[config.mk]
export PLATFORM = sky130hd
export DESIGN_NAME = multi_pwm
export DESIGN_NICKNAME = d
export VERILOG_FILES = /design/src/rtl/pwm_pkg.sv /design/src/rtl/pwm_timebase.sv /design/src/rtl/multi_pwm.sv
export SDC_FILE = /design/constraint.sdc
export NUM_CORES = 1
export LEC_CHECK = 0
export ABC_CLOCK_PERIOD_IN_PS = 4100
export CAP_MARGIN = 0
export CORE_MARGIN = 3
export CORE_UTILIZATION = 60
export CTS_BUF_LIST = sky130_fd_sc_hd__clkbuf_4
export DETAILED_ROUTE_END_ITERATION = 16
export DONT_BUFFER_PORTS = 1
export PLACE_DENSITY = 0.77
export RECOVER_POWER = 50
export SETUP_SLACK_MARGIN = 0.15
export SLEW_MARGIN = 20
export SYNTH_ARGS = -nofsm -noshare
export SYNTH_HDL_FRONTEND = slang
export SYNTH_SLANG_ARGS = --single-unit
[constraint.sdc]
create_clock -name clk -period 4.1 [get_ports clk]
set_input_delay 0.82 -clock clk [delete_from_list [all_inputs] [get_ports clk]]
set_output_delay 0.82 -clock clk [all_outputs]
set_load 0.01 [all_outputs]
[src/rtl/pwm_pkg.sv]
// Shared constants, types and helpers for the multi-channel PWM.
// Optional per-channel output polarity is enabled with macro PWM_POLARITY_EN.
package pwm_pkg;

    localparam logic MODE_EDGE   = 1'b0;
    localparam logic MODE_CENTER = 1'b1;

    localparam int unsigned R_DEF       = 32'd8;
    localparam int unsigned CH_DEF      = 32'd4;
    localparam int unsigned PRESC_W_DEF = 32'd8;

    typedef enum logic {
        DIR_UP   = 1'b0,
        DIR_DOWN = 1'b1
    } dir_e;

    // Bit offset of a channel's duty field inside the packed duty bus.
    function automatic int unsigned ch_offset(input int unsigned idx, input int unsigned r_w);
        return idx * (r_w + 32'd1);
    endfunction

endpackage

[src/rtl/pwm_timebase.sv]
// Shared PWM timebase: prescaler, up/up-down frame counter and frame-boundary detect.
// The count direction is a two-state machine (state reg / next-state / output logic).
module pwm_timebase
    import pwm_pkg::*;
#(
    parameter int unsigned R       = R_DEF,
    parameter int unsigned PRESC_W = PRESC_W_DEF
) (
    input  logic               clk,
    input  logic               reset,
    input  logic               enable,
    input  logic [PRESC_W-1:0] prescale,
    input  logic [R-1:0]       period,
    input  logic               center,
    output logic [R-1:0]       cnt,
    output logic               tick,
    output logic               boundary
);

    localparam logic [R-1:0]       CNT_ZERO   = {R{1'b0}};
    localparam logic [R-1:0]       CNT_ONE    = {{(R-1){1'b0}}, 1'b1};
    localparam logic [PRESC_W-1:0] PRESC_ZERO = {PRESC_W{1'b0}};
    localparam logic [PRESC_W-1:0] PRESC_ONE  = {{(PRESC_W-1){1'b0}}, 1'b1};

    logic [PRESC_W-1:0] r_presc_cnt;
    logic [PRESC_W-1:0] w_presc_nxt;
    logic [R-1:0]       r_cnt;
    logic [R-1:0]       w_cnt_nxt;
    dir_e               r_dir;
    dir_e               w_dir_nxt;
    logic               w_tick;
    logic               w_at_end;
    logic               w_boundary;

    // Tick and frame-end detection from the current counter state
    always_comb begin
        w_tick = enable & (r_presc_cnt == prescale);
        if (period == CNT_ZERO) begin
            w_at_end = 1'b1;
        end else if (center == MODE_CENTER) begin
            w_at_end = (r_dir == DIR_DOWN) && (r_cnt == CNT_ONE);
        end else begin
            w_at_end = (r_cnt >= period);
        end
        w_boundary = w_tick & w_at_end;
    end

    // Next prescaler, count and direction
    always_comb begin
        w_presc_nxt = r_presc_cnt;
        w_cnt_nxt   = r_cnt;
        w_dir_nxt   = r_dir;
        if (!enable) begin
            w_presc_nxt = PRESC_ZERO;
            w_cnt_nxt   = CNT_ZERO;
            w_dir_nxt   = DIR_UP;
        end else if (!w_tick) begin
            // Free-running increment also recovers when prescale drops below the count.
            w_presc_nxt = r_presc_cnt + PRESC_ONE;
        end else if (w_boundary) begin
            // Every frame restarts at zero counting up, which also covers mode changes.
            w_presc_nxt = PRESC_ZERO;
            w_cnt_nxt   = CNT_ZERO;
            w_dir_nxt   = DIR_UP;
        end else if (center == MODE_EDGE) begin
            w_presc_nxt = PRESC_ZERO;
            w_cnt_nxt   = r_cnt + CNT_ONE;
            w_dir_nxt   = DIR_UP;
        end else begin
            w_presc_nxt = PRESC_ZERO;
            case (r_dir)
                DIR_UP: begin
                    if (r_cnt >= period) begin
                        w_cnt_nxt = r_cnt - CNT_ONE;
                        w_dir_nxt = DIR_DOWN;
                    end else begin
                        w_cnt_nxt = r_cnt + CNT_ONE;
                        w_dir_nxt = ((r_cnt + CNT_ONE) == period) ? DIR_DOWN : DIR_UP;
                    end
                end
                DIR_DOWN: begin
                    if (r_cnt == CNT_ZERO) begin
                        w_cnt_nxt = CNT_ZERO;
                        w_dir_nxt = DIR_UP;
                    end else begin
                        w_cnt_nxt = r_cnt - CNT_ONE;
                        w_dir_nxt = DIR_DOWN;
                    end
                end
                default: begin
                    w_cnt_nxt = CNT_ZERO;
                    w_dir_nxt = DIR_UP;
                end
            endcase
        end
    end

    // Timebase state register
    always_ff @(posedge clk) begin
        if (reset) begin
            r_presc_cnt <= PRESC_ZERO;
            r_cnt       <= CNT_ZERO;
            r_dir       <= DIR_UP;
        end else begin
            r_presc_cnt <= w_presc_nxt;
            r_cnt       <= w_cnt_nxt;
            r_dir       <= w_dir_nxt;
        end
    end

    assign cnt      = r_cnt;
    assign tick     = w_tick;
    assign boundary = w_boundary;

endmodule

[src/rtl/multi_pwm.sv]
// Multi-channel PWM with shared timebase and frame-synchronous double-buffered settings.
// Define PWM_POLARITY_EN to add a shadowed per-channel output polarity input.
module multi_pwm
    import pwm_pkg::*;
#(
    parameter int unsigned R       = R_DEF,
    parameter int unsigned CH      = CH_DEF,
    parameter int unsigned PRESC_W = PRESC_W_DEF
) (
    input  logic                clk,
    input  logic                reset,
    input  logic                enable,
    input  logic [PRESC_W-1:0]  prescale,
    input  logic [R-1:0]        period_in,
    input  logic                center_in,
    input  logic [CH*(R+1)-1:0] duty_in,
    input  logic                update,
`ifdef PWM_POLARITY_EN
    input  logic [CH-1:0]       polarity,
`endif
    output logic [CH-1:0]       pwm_out,
    output logic                period_end,
    output logic                pending
);

    localparam logic [R-1:0] PERIOD_RST = {R{1'b1}};

    logic [R-1:0]  r_period_sh;
    logic [R-1:0]  r_period_act;
    logic          r_center_sh;
    logic          r_center_act;
    logic          r_pending;
    logic          r_period_end;
    logic [CH-1:0] r_pwm_out;

    logic [R-1:0]  w_cnt;
    logic          w_tick;
    logic          w_boundary;
    logic          w_frame_end;
    logic          w_xfer;
    logic [CH-1:0] w_cmp;
    logic [CH-1:0] w_idle;

    pwm_timebase #(
        .R       (R),
        .PRESC_W (PRESC_W)
    ) u_timebase (
        .clk      (clk),
        .reset    (reset),
        .enable   (enable),
        .prescale (prescale),
        .period   (r_period_act),
        .center   (r_center_act),
        .cnt      (w_cnt),
        .tick     (w_tick),
        .boundary (w_boundary)
    );

    // Shadow-to-active transfer: at a frame end or while stopped, unless a new capture is arriving
    always_comb begin
        w_frame_end = w_tick & w_boundary;
        if (update) begin
            w_xfer = 1'b0;
        end else if (r_pending) begin
            w_xfer = w_frame_end | ~enable;
        end else begin
            w_xfer = 1'b0;
        end
    end

    // Shared shadow/active period and mode, plus the pending flag
    always_ff @(posedge clk) begin
        if (reset) begin
            r_period_sh  <= PERIOD_RST;
            r_period_act <= PERIOD_RST;
            r_center_sh  <= MODE_EDGE;
            r_center_act <= MODE_EDGE;
            r_pending    <= 1'b0;
        end else if (update) begin
            r_period_sh <= period_in;
            r_center_sh <= center_in;
            r_pending   <= 1'b1;
        end else if (w_xfer) begin
            r_period_act <= r_period_sh;
            r_center_act <= r_center_sh;
            r_pending    <= 1'b0;
        end else begin
            r_pending <= r_pending;
        end
    end

    for (genvar g = 0; g < CH; g++) begin : g_ch
        localparam int unsigned OFF = ch_offset(g, R);

        logic [R:0] r_duty_sh;
        logic [R:0] r_duty_act;
        logic       w_hit;

        // Per-channel duty double buffer
        always_ff @(posedge clk) begin
            if (reset) begin
                r_duty_sh  <= {(R+1){1'b0}};
                r_duty_act <= {(R+1){1'b0}};
            end else begin
                if (update) begin
                    r_duty_sh <= duty_in[OFF +: R+1];
                end
                if (w_xfer) begin
                    r_duty_act <= r_duty_sh;
                end
            end
        end

        // Duty is one bit wider than the count so that 100% is reachable at full period.
        assign w_hit = ({1'b0, w_cnt} < r_duty_act);

`ifdef PWM_POLARITY_EN
        logic r_pol_sh;
        logic r_pol_act;

        // Per-channel polarity double buffer, moves together with duty
        always_ff @(posedge clk) begin
            if (reset) begin
                r_pol_sh  <= 1'b0;
                r_pol_act <= 1'b0;
            end else begin
                if (update) begin
                    r_pol_sh <= polarity[g];
                end
                if (w_xfer) begin
                    r_pol_act <= r_pol_sh;
                end
            end
        end

        assign w_cmp[g]  = w_hit ^ r_pol_act;
        assign w_idle[g] = r_pol_act;
`else
        assign w_cmp[g]  = w_hit;
        assign w_idle[g] = 1'b0;
`endif
    end

    // Registered channel outputs and frame-end pulse
    always_ff @(posedge clk) begin
        if (reset) begin
            r_pwm_out    <= {CH{1'b0}};
            r_period_end <= 1'b0;
        end else begin
            r_pwm_out    <= enable ? w_cmp : w_idle;
            r_period_end <= w_frame_end;
        end
    end

    assign pwm_out    = r_pwm_out;
    assign period_end = r_period_end;
    assign pending    = r_pending;

endmodule
==> results of run 1 <==
## cell type report
type                       instances  area share (%)
clock buffer                      17            2.01
tap                              133            2.62
timing repair buffer               3           0.354
sequential                       113            35.6
clock inverter                    15            3.40
inverter                          42            2.48
multi-input combinational        458            53.6
## power by group
part           internal (mW)  leakage (nW)  switching [mW]  total (mW)
clock                  0.541         0.174           0.431       0.972
combinational         0.0844          1.32          0.0662       0.151
sequential              1.14         0.922          0.0281        1.16
## worst max-delay path by stage
stage,slack (ns),start,endpoint
6_report,1.01,u_timebase.r_presc_cnt[2],u_timebase.cnt[5]
5_1_grt,0.72,u_timebase.r_presc_cnt[3],u_timebase.cnt[3]
4_1_cts,1.09,u_timebase.cnt[0],g_ch[0].r_duty_act[3]
3_5_place_dp,1.11,u_timebase.cnt[0],g_ch[0].r_duty_act[3]
3_3_place_gp,1.23,u_timebase.cnt[0],u_timebase.cnt[0]
2_1_floorplan,1.59,u_timebase.cnt[0],u_timebase.cnt[4]
## logic make-up (layout without fill, tap and decap cells)
logic type               Yosys count  in the layout  synth area share [%]
AO/OA/AOI/OAI                     75             75                  9.61
XOR/XNOR                          28             28                  4.06
adder cells (fa/ha/maj)           40             40                  8.28
buffers and inverters             77             77                  6.09
flip-flops                       113            113                  37.4
multiplexers                      84             84                  13.9
AND/OR/NAND/NOR                  231            231                  20.6
## layout by cell type, fill, tap and decap left out, types with 2 or more instances in the layout
| cell | instances |
|---|---|
| a211o_1 | 8 |
| a21o_1 | 19 |
| a21oi_1 | 12 |
| a31oi_1 | 8 |
| a41oi_1 | 3 |
| and3_1 | 3 |
| buf_4 | 3 |
| bufinv_16 | 5 |
| clkbuf_4 | 17 |
| clkinv_1 | 3 |
| clkinv_4 | 4 |
| clkinvlp_4 | 2 |
| dfxtp_1 | 113 |
| ha_1 | 40 |
| inv_1 | 42 |
| mux2i_1 | 83 |
| nand2_1 | 21 |
| nand2b_1 | 80 |
| nand3_1 | 11 |
| nand4_1 | 2 |
| nor2_1 | 76 |
| nor2b_1 | 11 |
| nor3_1 | 3 |
| nor3b_1 | 5 |
| nor4_1 | 5 |
| o2111ai_1 | 2 |
| o211ai_1 | 6 |
| o21a_1 | 2 |
| o22ai_1 | 2 |
| or3_1 | 2 |
| or4b_1 | 2 |
| xnor2_1 | 19 |
| xor2_1 | 9 |
## metrics by stage
step	total power, mW	setup slack (ns)	utilization [%]	cell area, sq um	hold slack, ns
floorplan	1.34	1.59	-	6040	0.440
global placement	1.33	1.23	61.8	6040	0.456
detailed placement	1.34	1.11	61.9	6050	0.461
CTS	2.32	1.09	65.4	6390	0.326
global route	2.39	0.719	65.1	6360	0.330
finish	2.29	1.01	65.1	6360	0.373
## sequential cells by signal (all words and copies together), names as in the netlist
| name | cells |
|---|---|
| g_ch.r_duty_act | 36 |
| g_ch.r_duty_sh | 36 |
| pending | 1 |
| period_end | 1 |
| pwm_out | 4 |
| r_center_act | 1 |
| r_center_sh | 1 |
| r_period_act | 8 |
| r_period_sh | 8 |
| u_timebase.cnt | 8 |
| u_timebase.r_dir | 1 |
| u_timebase.r_presc_cnt | 8 |
## layer usage
| metal | global-route usage [%] | up-vias | part of all wire (%) |
|---|---|---|---|
| met1 | 27.3 | 1992 | 46 |
| met2 | 35.0 | 106 | 47 |
| met3 | 5.16 | 20 | 5.1 |
| li1 | - | 2170 | - |
| met4 | 9.62 | 0 | 1.9 |
| met5 | 0 | - | 0 |
## worst register-to-register path, cell delays in order (launching register included)
cell and delay, ns:
dfxtp_1 0.42, xnor2_1 0.14, nand2_1 0.09, o41ai_1 1.88, nand2_1 0.14, a41oi_1 0.25, a21oi_1 0.06
==> run summary, run 1 <==
==========================================================================================
Result of the run                                                             finished, violations left
Violated checks                                                               max-capacitance violations, max-slew violations
Min-Delay Endpoint                                                                 pending
Main area contributors after synthesis                                        dfxtp_1 37%, mux2i_1 14%, ha_1 8.3%, nand2b_1 8.3%, nor2_1 4.7%
DRC violations left                                                                      0
Detail-routed via count per cell                                                      5.49
Largest voltage drop on the vdd net                                                 358 uV
Max-slew headroom at the worst pin                                                  -54.4%
Multi-input gate area                                                         0.00341 sq mm
Aggregate global-route resource usage                                                21.6%
Die height                                                                          106 um
Buffer depth of the longest clock path                                                   2
Depth of the CTS H-tree                                                                  4
Sequential cell area                                                          0.00226 sq mm
Slowest cell on the critical path                                                  o41ai_1
Final setup fails                                                                        0
Setup TNS after final layout                                                          0 ns
MaxCap Viol Count                                                                        1
Required time of the worst setup path                                              4.50 ns
Gr ovfl total                                                                            0
Terminus of the critical flop-to-flop path                                    u_timebase.cnt[5]
Violation count after the first detailed-routing iteration                             223
Dominant cell type by area after synthesis                                         dfxtp_1
Post-synthesis async set-or-reset flop share                                            0%
Share of synthesized area occupied by flip-flops and latches                         37.4%
Most common cell in the synthesized netlist                                        dfxtp_1
Number of buffers inserted by port buffering                                             0
Horizontal extent of the die                                                        106 um
Net Count, Synth                                                                       745
Number of enable-type register cells in the synthesized netlist                          0
Count of standard-cell rows                                                             36
Area of the mapped netlist                                                    0.00604 sq mm
Slew at the pin with the worst max-slew slack                                      2.29 ns
Total detailed-routing wirelength                                                 11500 um
Maximum cell stage delay along the critical path                                   1.88 ns
Reg-to-Reg Start                                                              u_timebase.r_presc_cnt[2]
Clock latency of the later-clocked register in the worst-skew pair                 0.52 ns
Post-route minimum period                                                          3.09 ns
Antenna Diode Count                                                                      0
Number of antenna violations at the first check in global routing                        0
Clock tree sinks                                                                       113
Combined buffer and inverter count along the critical path                               0
Synth-to-Final Area Change                                                           5.22%
Crit start category                                                              flip-flop
Cell count of the worst reg-to-reg path                                                  6
WP data arrival                                                                    3.50 ns
Filler Cells Inserted                                                                  801
Post-detailed-route wirelength per cell                                            14.7 um
Clock buffers created by TritonCTS                                                      17
Core Region                                                                   0.00977 sq mm
List of cells traversed by the critical path                                  xnor2_1 -> nand2_1 -> o41ai_1 -> nand2_1 -> a41oi_1 -> a21oi_1
Top flip-flop cell by instance count after synthesis                               dfxtp_1
Top post-synthesis cells by count                                             113 x dfxtp_1, 83 x mux2i_1, 80 x nand2b_1
Initial Utilization                                                                  61.8%
Crit Path Class                                                               flip-flop to flip-flop
Placed insts                                                                           749
Via count of the first global-routing pass                                            4167
Clock edge transition at the registers on the reported setup and hold paths        0.10 ns
Crit path capture type                                                           flip-flop
Period Utilization, post-route                                                       75.5%
Die outline area                                                              0.0113 sq mm
Clock skew after layout                                                         0.00988 ns
Fraction of final layout cells sized beyond drive strength 1                         6.79%
Nets                                                                                   732
Seq cells post-synth                                                                   113
Hold Crit Start                                                                      reset
Share of the synthesized area in the top cell type                                   37.4%
Max-slew violation count                                                                14
Post-detailed-route count of antenna-violating nets                                      0
Final instance count without filler cells                                              781
F_max                                                                              323 MHz
Total power per unit cell area                                                 360 mW/mm^2
CTS Root Buffer Type                                                              clkbuf_4
Maximum fanout encountered on the critical timing path                                  13
Min-Delay Path Class                                                          input pin to flip-flop
Number of cells upsized or downsized after cts                                           0
# hold bufs at CTS                                                                       0
Count of cell instances traversed by the critical path                                   6
Via count                                                                             4288
Synth Area per Inst                                                             9.33 sq um
Hold violation total from the final report                                               0
Cell family contributing the most delay on the critical path                  compound AO/OA/AOI/OAI gates
Worst hold path depth                                                                    1
Wire length of the first global-routing pass                                      19700 um
Setup repair after global routing missed its margin                                  false
Leakage                                                                            2.42 nW
Crit path top cell by count                                                        nand2_1
Library cells used by synthesis                                                         57
Maximum number of pins on one net before global-route repair                           140
Post-CTS Setup Bufs                                                                      0
Minimum setup slack among reg-to-reg paths                                         1.01 ns
CTS tree                                                                             built
Warnings, synthesis                                                                      0
Count of pins on the block boundary                                                     63
DR pass1 iterations                                                                      4
Detailed Place HPWL                                                                7810 um
Last weighted congestion value of the routability-driven placer                      0.878
Post-synthesis instance total                                                          648
==========================================================================================
Power figures use the tool's default switching activity.
==> run 2, diff against run 1 <==
Settings changed: ABC_CLOCK_PERIOD_IN_PS 4100 to 3000.
Clock period 4.1 ns to 3 ns, I/O delays scaled along.
==> run summary, run 2 (synthesized netlist as in run 1, its figures left out) <==
==========================================================================================
Largest registers                                                             g_ch.r_duty_act: 36 flops, g_ch.r_duty_sh: 36 flops
Final setup fails                                                                        0
Detail-routed via count per cell                                                      5.44
Horizontal extent of the die                                                        106 um
Clock tree sinks                                                                       113
Depth of the CTS H-tree                                                                  4
CTS tree                                                                             built
F_max                                                                              384 MHz
Number of cells upsized or downsized after cts                                           0
Total detailed-routing wirelength                                                 12500 um
Clock buffers created by TritonCTS                                                      17
Core Region                                                                   0.00977 sq mm
Synth-to-Final Area Change                                                           5.49%
Detailed Place HPWL                                                                8700 um
Post-CTS Setup Bufs                                                                      0
Count of pins on the block boundary                                                     63
Period Utilization, post-route                                                       86.8%
Result of the run                                                             finished clean
Final setup slack of the worst path                                               0.395 ns
Gr ovfl total                                                                            0
Buffer depth of the longest clock path                                                   2
Most frequent standard cell in the layout excluding fill and tap cells             dfxtp_1
Post-detailed-route wirelength per cell                                            15.7 um
Setup repair after global routing missed its margin                                  false
Fraction of final layout cells sized beyond drive strength 1                         8.33%
Max-slew headroom at the worst pin                                                   32.9%
Proportion of power drawn by flip-flops and latches                                  55.5%
Proportion of power drawn by combinational gates                                      7.6%
DR pass1 iterations                                                                      4
Required time of the worst setup path                                              3.47 ns
# hold bufs at CTS                                                                       0
Wire length of the first global-routing pass                                      21100 um
Number of antenna violations at the first check in global routing                        0
Post-detailed-route count of antenna-violating nets                                      0
CTS Root Buffer Type                                                              clkbuf_4
Min-Delay Path Class                                                          input pin to flip-flop
Via count                                                                             4315
Internal Dissipation                                                               2.15 mW
Die height                                                                          106 um
Placed Instance Area                                                          0.00614 sq mm
Net switching component of the power                                                704 uW
Die outline area                                                              0.0113 sq mm
Largest voltage drop on the vdd net                                                 361 uV
Initial Utilization                                                                  61.8%
Clock share of power                                                                 37.0%
Leakage                                                                            2.45 nW
Clock latency of the later-clocked register in the worst-skew pair                 0.54 ns
Layout Cell Area excl Fill                                                    0.00637 sq mm
MaxCap Viol Count                                                                        0
Clock edge transition at the registers on the reported setup and hold paths        0.10 ns
Via count of the first global-routing pass                                            4307
Commonest non-fill, non-tap cells in the layout                               113 x dfxtp_1, 83 x mux2i_1, 80 x nand2b_1
Max-slew violation count                                                                 0
Pwr Total                                                                          2.86 mW
Aggregate global-route resource usage                                                23.6%
Crit path capture type                                                           flip-flop
Net Sw Frac                                                                          24.6%
Total power per unit cell area                                                 448 mW/mm^2
Count of standard-cell rows                                                             36
Hold violation total from the final report                                               0
Clock skew after layout                                                          0.0145 ns
Violation count after the first detailed-routing iteration                             258
DRC violations left                                                                      0
Slew at the pin with the worst max-slew slack                                     0.997 ns
Crit Path Class                                                               flip-flop to flip-flop
Maximum fanout encountered on the critical timing path                                  45
Nets                                                                                   744
Maximum number of pins on one net before global-route repair                           140
Last weighted congestion value of the routability-driven placer                      0.879
Number of buffers inserted by port buffering                                             0
Crit start category                                                              flip-flop
Antenna Diode Count                                                                      0
Post-route minimum period                                                          2.61 ns
Setup WS pre-CTS                                                                  0.499 ns
WP data arrival                                                                    3.07 ns
Setup TNS after final layout                                                          0 ns
==========================================================================================
-- run 2: cell count changes in the layout (fill, tap and decap cells not counted), sizes merged --
cell / change
clkinv: +1
buf: +12
bufinv: -3
clkbuf: +1
clkinvlp: +1
-- run 2: power groups by stage --
stage          logic (mW)  clock network, mW  registers (mW)
3_3_place_gp        0.214                  0            1.62
5_1_grt             0.245               1.16            1.59
6_report            0.217               1.06            1.59
3_5_place_dp        0.222                  0            1.62
4_1_cts             0.223               1.09            1.59
2_1_floorplan       0.217                  0            1.61
-- run 2: area by class of cell --
cell class | count | area [sq um]
repair buffers | 15 | 125
clock inverters | 14 | 123
multi-input cells | 458 | 3410
well taps | 133 | 166
fillers | 849 | 3400
clock buffers | 18 | 135
inverters | 42 | 158
flip-flops and latches | 113 | 2260
-- run 2: layer usage --
| layer | GRT usage [%] | wire [um] | vias to the layer above |
|---|---|---|---|
| met4 | 8.42 | 191 | 0 |
| met1 | 30.6 | 5890 | 1997 |
| met2 | 38.1 | 5820 | 101 |
| met3 | 5.95 | 562 | 17 |
| li1 | - | - | 2200 |
| met5 | 0 | 0 | - |
-- run 2: worst max-delay path, cell delays in order, from the launching register on --
cell and delay, ns:
dfxtp_1 0.42, xnor2_1 0.14, nand2_1 0.10, nor4_1 0.85
o21ai_2 0.20, a21oi_4 0.23, buf_12 0.29, mux2i_1 0.24
-- run 2: path summary, 6_finish.rpt --
kind | from | end | slack [ns] | cells after the start
worst max-delay path | u_timebase.r_presc_cnt[5] | r_center_act | 0.39 | 7
worst min-delay path | period_in[0] | r_period_sh[0] | 0.19 | 1
worst max register to register | u_timebase.r_presc_cnt[5] | r_center_act | 0.39 | 7
worst min register to register | g_ch[1].r_duty_sh[4] | g_ch[1].r_duty_act[4] | 0.48 | 2
-- run 2: through the flow --
step	instances	hold WS, ns	util (%)
2_1_floorplan	648	0.440	-
6_report	793	0.189	65.2
5_1_grt	793	0.0850	65.2
4_1_cts	793	0.0806	65.5
3_5_place_dp	761	0.461	62.8
3_3_place_gp	761	0.454	62.8
